<file path="src/rtl/qeciphy_rx_align_pkg.sv">
// Shared state encoding, default constants and counter sizing for the RX comma word aligner.
package qeciphy_rx_align_pkg;

   typedef enum logic [2:0] {
      ST_IDLE,
      ST_SLIDE,
      ST_WAIT,
      ST_SEARCH,
      ST_VERIFY,
      ST_LOCKED,
      ST_FAIL
   } align_state_e;

   localparam logic [31:0] DEFAULT_COMMA        = 32'h0000_00BC;
   localparam int          DEFAULT_PULSE_CYCLES = 2;
   localparam int          DEFAULT_IDLE_CYCLES  = 32;

   // One spare bit above what max_value needs, so a counter can never wrap.
   function automatic int cnt_width(input int max_value);
      return $clog2(max_value + 1) + 1;
   endfunction

endpackage

</file>
<file path="src/rtl/qeciphy_comma_detect.sv">
// Registers one raw RX word and flags when the masked word equals the masked comma pattern.
module qeciphy_comma_detect
   import qeciphy_rx_align_pkg::*;
#(
   parameter int                    DATA_WIDTH = 32,
   parameter logic [DATA_WIDTH-1:0] PATTERN    = DATA_WIDTH'(DEFAULT_COMMA),
   parameter logic [DATA_WIDTH-1:0] MASK       = '1
) (
   input  logic                  clk,
   input  logic                  rst,
   input  logic [DATA_WIDTH-1:0] i_rx_data,
   output logic                  o_hit
);

   logic [DATA_WIDTH-1:0] rx_data_q;

   // NOTE: the data register is reset as well, so a stale word cannot raise a hit right after rst.
   always_ff @(posedge clk) begin
      if (rst) begin
         rx_data_q <= '0;
      end else begin
         rx_data_q <= i_rx_data;
      end
   end

   assign o_hit = ((rx_data_q ^ PATTERN) & MASK) == '0;

endmodule

</file>
<file path="src/rtl/qeciphy_rx_wordaligner.sv">
// Comma-based RX word aligner: pulses the transceiver slide until the comma sits on the
// word boundary, verifies it over several periods, then monitors and re-aligns on loss.
module qeciphy_rx_wordaligner
   import qeciphy_rx_align_pkg::*;
#(
   parameter int                       RX_DATA_WIDTH      = 32,
   parameter logic [RX_DATA_WIDTH-1:0] COMMA_PATTERN      = RX_DATA_WIDTH'(DEFAULT_COMMA),
   parameter logic [RX_DATA_WIDTH-1:0] COMMA_MASK         = '1,
   parameter int                       TX_PATTERN_LENGTH  = 6,
   parameter int                       SLIDE_PULSE_CYCLES = DEFAULT_PULSE_CYCLES,
   parameter int                       SLIDE_IDLE_CYCLES  = DEFAULT_IDLE_CYCLES,
   parameter int                       SLIDE_MAX          = 80,
   parameter int                       LOCK_MATCH_COUNT   = 8,
   parameter int                       UNLOCK_MISS_COUNT  = 4,
   parameter int                       RETRY_MAX          = 3
) (
   input  logic                     clk,
   input  logic                     rst,
   input  logic                     i_enable,
   input  logic                     i_restart,
   input  logic                     i_rx_slide_rdy,
   input  logic [RX_DATA_WIDTH-1:0] i_rx_data,
   output logic                     o_rx_slide,
   output logic                     o_align_done,
   output logic                     o_align_fail,
   output logic                     o_link_lost,
   output logic [7:0]               o_slide_count,
   output logic [7:0]               o_relock_count
);

   localparam int TIMER_MAX_A = (SLIDE_PULSE_CYCLES > SLIDE_IDLE_CYCLES) ? SLIDE_PULSE_CYCLES
                                                                         : SLIDE_IDLE_CYCLES;
   localparam int TIMER_MAX   = (TIMER_MAX_A > TX_PATTERN_LENGTH) ? TIMER_MAX_A : TX_PATTERN_LENGTH;

   localparam int TIMER_W = cnt_width(TIMER_MAX);
   localparam int SLIDE_W = cnt_width(SLIDE_MAX);
   localparam int PHASE_W = cnt_width(TX_PATTERN_LENGTH);
   localparam int MATCH_W = cnt_width(LOCK_MATCH_COUNT);
   localparam int MISS_W  = cnt_width(UNLOCK_MISS_COUNT);
   localparam int RETRY_W = cnt_width(RETRY_MAX);

   localparam logic [TIMER_W-1:0] PULSE_LAST  = TIMER_W'(SLIDE_PULSE_CYCLES - 1);
   localparam logic [TIMER_W-1:0] IDLE_LAST   = TIMER_W'(SLIDE_IDLE_CYCLES - 1);
   localparam logic [TIMER_W-1:0] WINDOW_LAST = TIMER_W'(TX_PATTERN_LENGTH - 1);
   localparam logic [PHASE_W-1:0] PHASE_LAST  = PHASE_W'(TX_PATTERN_LENGTH - 1);
   localparam logic [SLIDE_W-1:0] SLIDE_LAST  = SLIDE_W'(SLIDE_MAX);
   localparam logic [MATCH_W-1:0] MATCH_LAST  = MATCH_W'(LOCK_MATCH_COUNT);
   localparam logic [MISS_W-1:0]  MISS_LAST   = MISS_W'(UNLOCK_MISS_COUNT);
   localparam logic [RETRY_W-1:0] RETRY_LAST  = RETRY_W'(RETRY_MAX);

   align_state_e       state_q, state_d;
   logic [TIMER_W-1:0] timer_q, timer_d;
   logic [PHASE_W-1:0] phase_q, phase_d;
   logic [SLIDE_W-1:0] slide_count_q, slide_count_d;
   logic [MATCH_W-1:0] match_count_q, match_count_d;
   logic [MISS_W-1:0]  miss_count_q, miss_count_d;
   logic [RETRY_W-1:0] retry_count_q, retry_count_d;
   logic               fail_sticky_q, fail_sticky_d;
   logic [7:0]         relock_count_q, relock_count_d;
   logic               link_lost_q, link_lost_d;
   logic               align_done_q;
   logic               align_fail_q;

   logic               hit;
   logic               boundary;
   logic [PHASE_W-1:0] phase_next;

   qeciphy_comma_detect #(
      .DATA_WIDTH (RX_DATA_WIDTH),
      .PATTERN    (COMMA_PATTERN),
      .MASK       (COMMA_MASK)
   ) u_comma_detect (
      .clk       (clk),
      .rst       (rst),
      .i_rx_data (i_rx_data),
      .o_hit     (hit)
   );

   // The boundary is the phase on which the registered word should hold the comma.
   assign boundary   = (phase_q == PHASE_LAST);
   assign phase_next = boundary ? '0 : phase_q + 1'b1;

   // NOTE: every variable gets its hold value before the case, so no path can infer a latch.
   always_comb begin
      state_d        = state_q;
      timer_d        = timer_q;
      phase_d        = phase_q;
      slide_count_d  = slide_count_q;
      match_count_d  = match_count_q;
      miss_count_d   = miss_count_q;
      retry_count_d  = retry_count_q;
      fail_sticky_d  = fail_sticky_q;
      relock_count_d = relock_count_q;
      link_lost_d    = 1'b0;

      if (i_restart) begin
         state_d       = ST_IDLE;
         retry_count_d = '0;
         fail_sticky_d = 1'b0;
      end else if (!i_enable) begin
         state_d = ST_IDLE;
      end else begin
         case (state_q)
            ST_IDLE: begin
               timer_d       = '0;
               phase_d       = '0;
               slide_count_d = '0;
               match_count_d = '0;
               miss_count_d  = '0;
               if (i_rx_slide_rdy && !fail_sticky_q) begin
                  state_d       = ST_SLIDE;
                  slide_count_d = SLIDE_W'(1);
               end
            end

            ST_SLIDE: begin
               if (timer_q == PULSE_LAST) begin
                  state_d = ST_WAIT;
                  timer_d = '0;
               end else begin
                  timer_d = timer_q + 1'b1;
               end
            end

            ST_WAIT: begin
               if (timer_q == IDLE_LAST) begin
                  if (i_rx_slide_rdy) begin
                     state_d = ST_SEARCH;
                     timer_d = '0;
                  end
               end else begin
                  timer_d = timer_q + 1'b1;
               end
            end

            ST_SEARCH: begin
               if (hit) begin
                  state_d       = ST_VERIFY;
                  phase_d       = '0;
                  match_count_d = '0;
               end else if (timer_q == WINDOW_LAST) begin
                  timer_d = '0;
                  if (slide_count_q == SLIDE_LAST) begin
                     state_d = ST_FAIL;
                  end else begin
                     state_d       = ST_SLIDE;
                     slide_count_d = slide_count_q + 1'b1;
                  end
               end else begin
                  timer_d = timer_q + 1'b1;
               end
            end

            ST_VERIFY: begin
               phase_d = phase_next;
               if (boundary) begin
                  if (hit) begin
                     match_count_d = match_count_q + 1'b1;
                     if (match_count_d == MATCH_LAST) begin
                        state_d       = ST_LOCKED;
                        miss_count_d  = '0;
                        retry_count_d = '0;
                     end
                  end else begin
                     state_d = ST_FAIL;
                  end
               end else if (hit) begin
                  state_d = ST_FAIL;
               end
            end

            ST_LOCKED: begin
               phase_d = phase_next;
               // A comma off the boundary is treated like a missing one rather than an instant failure.
               if (boundary && hit) begin
                  miss_count_d = '0;
               end else if (boundary || hit) begin
                  miss_count_d = miss_count_q + 1'b1;
                  if (miss_count_d == MISS_LAST) begin
                     state_d     = ST_IDLE;
                     link_lost_d = 1'b1;
                     if (relock_count_q != 8'hFF) begin
                        relock_count_d = relock_count_q + 8'd1;
                     end
                  end
               end
            end

            ST_FAIL: begin
               state_d       = ST_IDLE;
               retry_count_d = retry_count_q + 1'b1;
               if (retry_count_d == RETRY_LAST) begin
                  fail_sticky_d = 1'b1;
               end
            end

            default: state_d = ST_IDLE;
         endcase
      end
   end

   // NOTE: sequential state uses non-blocking assignments so all flops update from pre-edge values.
   always_ff @(posedge clk) begin
      if (rst) begin
         state_q        <= ST_IDLE;
         timer_q        <= '0;
         phase_q        <= '0;
         slide_count_q  <= '0;
         match_count_q  <= '0;
         miss_count_q   <= '0;
         retry_count_q  <= '0;
         fail_sticky_q  <= 1'b0;
         relock_count_q <= '0;
         link_lost_q    <= 1'b0;
         align_done_q   <= 1'b0;
         align_fail_q   <= 1'b0;
      end else begin
         state_q        <= state_d;
         timer_q        <= timer_d;
         phase_q        <= phase_d;
         slide_count_q  <= slide_count_d;
         match_count_q  <= match_count_d;
         miss_count_q   <= miss_count_d;
         retry_count_q  <= retry_count_d;
         fail_sticky_q  <= fail_sticky_d;
         relock_count_q <= relock_count_d;
         link_lost_q    <= link_lost_d;
         align_done_q   <= (state_q == ST_LOCKED);
         align_fail_q   <= fail_sticky_q;
      end
   end

   assign o_rx_slide     = (state_q == ST_SLIDE);
   assign o_align_done   = align_done_q;
   assign o_align_fail   = align_fail_q;
   assign o_link_lost    = link_lost_q;
   assign o_slide_count  = 8'(slide_count_q);
   assign o_relock_count = relock_count_q;

endmodule

</file>
<file path="config.mk">
export PLATFORM = sky130hd
export DESIGN_NAME = qeciphy_rx_wordaligner
export DESIGN_NICKNAME = d
export VERILOG_FILES = /design/src/rtl/qeciphy_rx_align_pkg.sv /design/src/rtl/qeciphy_comma_detect.sv /design/src/rtl/qeciphy_rx_wordaligner.sv
export SDC_FILE = /design/constraint.sdc
export NUM_CORES = 1
export LEC_CHECK = 0
export ABC_AREA = 1
export CAP_MARGIN = 40
export CORE_MARGIN = 1.5
export CORE_UTILIZATION = 50
export DETAILED_ROUTE_END_ITERATION = 6
export PLACE_DENSITY_LB_ADDON = 0.08
export SYNTH_ARGS = -nofsm -noshare
export SYNTH_HDL_FRONTEND = slang
export SYNTH_SLANG_ARGS = --single-unit
</file>
<file path="constraint.sdc">
create_clock -name clk -period 3.4 [get_ports clk]
set_input_delay 0.68 -clock clk [delete_from_list [all_inputs] [get_ports clk]]
set_output_delay 0.68 -clock clk [all_outputs]
set_load 0.03 [all_outputs]
</file>
==> impl_summary.log <==
INFO  metric rsz0062_at_grt = false
INFO  metric cts-resized-gates = 0
INFO  metric area.growth.synth_to_final = 21.7%
INFO  metric fp-row-count = 32
INFO  metric post-route-min-period = 2620 ps
INFO  metric clk_transition_reported_paths = 90 ps
INFO  metric dp_worst_setup_slack = 736 ps
INFO  metric fillerInstances = 734
INFO  metric drt_iter0_drc = 90
INFO  metric tritoncts = built
INFO  metric final-max-slew-violation-count = 0
INFO  metric core_area = 7690 um^2
INFO  metric synth.net_count = 635
INFO  metric holdBufCountCts = 0
INFO  metric max-clock-path-buffers = 2
INFO  metric dpl_cell_area = 4590 um^2
INFO  metric timing_worst_slew_pin_value = 546 ps
INFO  metric h-tree-depth = 3
INFO  metric die-area = 8420 um^2
INFO  metric vias = 3590
INFO  metric drive_above_1_share = 6.13%
INFO  metric syn-cell-area = 3940 um^2
INFO  metric cts-buffers-inserted = 9
INFO  metric ant_nets = 0
INFO  metric buffer_ports.inserted = 56
INFO  metric avgSynthCellArea = 6.70 um^2
INFO  metric worst_slack = 778 ps
INFO  metric dpl.hpwl = 6070 um
INFO  metric synthMostInstantiatedCell = sky130_fd_sc_hd__nand2_1
INFO  metric crit_fanout = 5
INFO  metric synthesized_flop_and_latch_total = 78
INFO  metric non_filler_cell_area_final = 4800 um^2
INFO  metric postCtsSetupRepairBufs = 0
INFO  metric leakagePower = 2.14 nW
INFO  metric synth.top_cells.by_area = sky130_fd_sc_hd__dfxtp_1 40%, sky130_fd_sc_hd__nand2_1 12%, sky130_fd_sc_hd__nor2_1 12%
INFO  metric synth_largest_type_area_fraction = 39.6%
INFO  metric timing.setup.tns = 0 ps
INFO  metric grt_util_all_layers = 21.3%
INFO  metric die-height = 91.8 um
INFO  metric timing_worst_setup_path_type = flop to output port
INFO  metric clkLatencyLatePin = 350 ps
INFO  metric final.hold.worst_slack = 474 ps
INFO  metric yosys_warnings = 0
INFO  metric grt_first_pass_wirelength = 14600 um
INFO  metric post_synth_inst_count = 588
INFO  metric critical_path.endpoint_type = output port
INFO  metric drv.max_cap_violation_count = 0
INFO  metric final_net_count = 695
INFO  metric insertedDiodeCount = 0
INFO  metric timing.critical_path.arrival = 1940 ps
INFO  metric fin_total_pwr = 1.88 mW
INFO  metric clock_root_cell = sky130_fd_sc_hd__clkbuf_8
INFO  metric final_hold_viols = 0
INFO  metric die_width = 91.8 um
INFO  metric slew-limit-headroom = 63.2%
INFO  metric globalRoute.totalOverflow = 0
INFO  metric finalSetupViolCount = 0
INFO  metric ys.flop_type = sky130_fd_sc_hd__dfxtp_1
INFO  metric cp.required = 2720 ps
INFO  metric drt-vias-per-instance = 4.75
INFO  metric number_of_enable_flip_flop_cells_after_synthesis = 0
INFO  metric grt_start_max_net_pins = 31
INFO  metric critPathLaunchType = flop
INFO  metric drt_pass1_iterations = 4
INFO  metric grt_pass1_vias = 3417
INFO  metric post-route-drc-count = 0
INFO  metric io_pins = 57
INFO  metric antenna_violations_before_repair = 0
INFO  metric outcome = finished, final reports clean
INFO  metric hold_path_class = flop to flop
INFO  metric final_min_period_over_clock_period = 77.1%
INFO  metric ys_seq_area_share = 39.6%
INFO  metric detail_route.wl_per_cell = 10.8 um
INFO  metric synth_top_cells_by_count = 126 x sky130_fd_sc_hd__nand2_1, 121 x sky130_fd_sc_hd__nor2_1, 101 x sky130_fd_sc_hd__inv_1, 78 x sky130_fd_sc_hd__dfxtp_1
INFO  metric max_freq = 381 MHz
INFO  metric synth.distinct_cells = 37
INFO  metric routabilityCongestion = 0.878
INFO  metric finalWirelength = 8190 um
INFO  metric worst_case_clock_skew = 8.87 ps
INFO  metric netlist.top_cell.by_area = sky130_fd_sc_hd__dfxtp_1
INFO  metric worst_ir_drop_vdd = 0.210 mV
INFO  metric cts.sinks = 78
INFO  metric power-per-cell-area = 393 nW/um^2
INFO  metric floorplan.initialDensity = 51.3%
INFO  metric ys_async_sr_fraction = 0%
## layout make-up
type	count	area (um^2)	area share [%]
Sequential cell	78	1560	32.5
Clock buffer	9	124	2.58
Multi-Input combinational cell	397	1940	40.5
Clock inverter	7	80.1	1.67
Timing Repair Buffer	57	563	11.7
Tap cell	102	128	2.66
Inverter	105	399	8.32
## layout by cell type (no fill, tap or decap), types with 10 or more instances in the layout
master	count
sky130_fd_sc_hd__dfxtp_1	78
sky130_fd_sc_hd__nand2_1	126
sky130_fd_sc_hd__nor3_1	11
sky130_fd_sc_hd__nand3_1	30
sky130_fd_sc_hd__nor2_1	121
sky130_fd_sc_hd__ha_1	10
sky130_fd_sc_hd__clkdlybuf4s50_1	55
sky130_fd_sc_hd__inv_1	101
sky130_fd_sc_hd__o21ai_0	14
sky130_fd_sc_hd__a21oi_1	30
## cells by family (layout without fill, tap and decap cells)
kind of cell / Yosys count / in the layout / synth area share [%]
adder cells (fa/ha/maj): 10 / 10 / 3.17
buffers and inverters: 113 / 178 / 11.1
AND/OR/NAND/NOR: 317 / 317 / 35.1
XOR/XNOR: 17 / 17 / 3.78
AO/OA/AOI/OAI: 53 / 53 / 7.21
flip-flops: 78 / 78 / 39.6
## worst max-delay path: stages, from the launching register on
cell and delay [ps]:
sky130_fd_sc_hd__dfxtp_1 360, sky130_fd_sc_hd__inv_2 120, sky130_fd_sc_hd__nand2_1 120, sky130_fd_sc_hd__nor2_1 260, sky130_fd_sc_hd__clkdlybuf4s50_1 730
## metrics by stage
| stage | utilization [%] | instances |
|---|---|---|
| final | 62.4 | 755 |
| after global routing | 62.4 | 755 |
| after CTS | 62.4 | 755 |
| after detailed placement | 59.8 | 739 |
| after global placement | 59.8 | 739 |
| after floorplan | - | 588 |
## per-layer routing
metal	routed length, um	share of wire, %	track usage [%]
met5	0	0	0
met4	85	1.0	5.51
met3	421	5.1	4.89
met2	3800	46	36.8
met1	3890	47	26.8
## final timing paths
path / cells past startpoint / slack, ps / endpoint / startpoint
setup / recovery: 4 / 780 / o_rx_slide / state_q[2]$_SDFFE_PP0P_
setup reg to reg: 9 / 1440 / timer_q[5]$_SDFFE_PP0P_ / timer_q[0]$_SDFFE_PP0P_
hold / removal: 2 / 470 / retry_count_q[2]$_SDFFE_PP0P_ / retry_count_q[2]$_SDFFE_PP0P_
hold reg to reg: 2 / 470 / retry_count_q[2]$_SDFFE_PP0P_ / retry_count_q[2]$_SDFFE_PP0P_
## where the power goes
| group | internal [mW] | switching, mW |
|---|---|---|
| sequential | 0.945 | 0.0218 |
| combinational | 0.0893 | 0.110 |
| clock | 0.350 | 0.368 |
| total | 1.38 | 0.500 |
## registers in the layout, indices dropped and copies added (netlist names), 3 cells and up
name and count:
match_count_q 5, o_slide_count 8, u_comma_detect.rx_data_q 32, timer_q 7, phase_q 4, o_relock_count 8, miss_count_q 4, state_q 3
retry_count_q 3
Note: power is estimated with default switching activity, not from simulation.
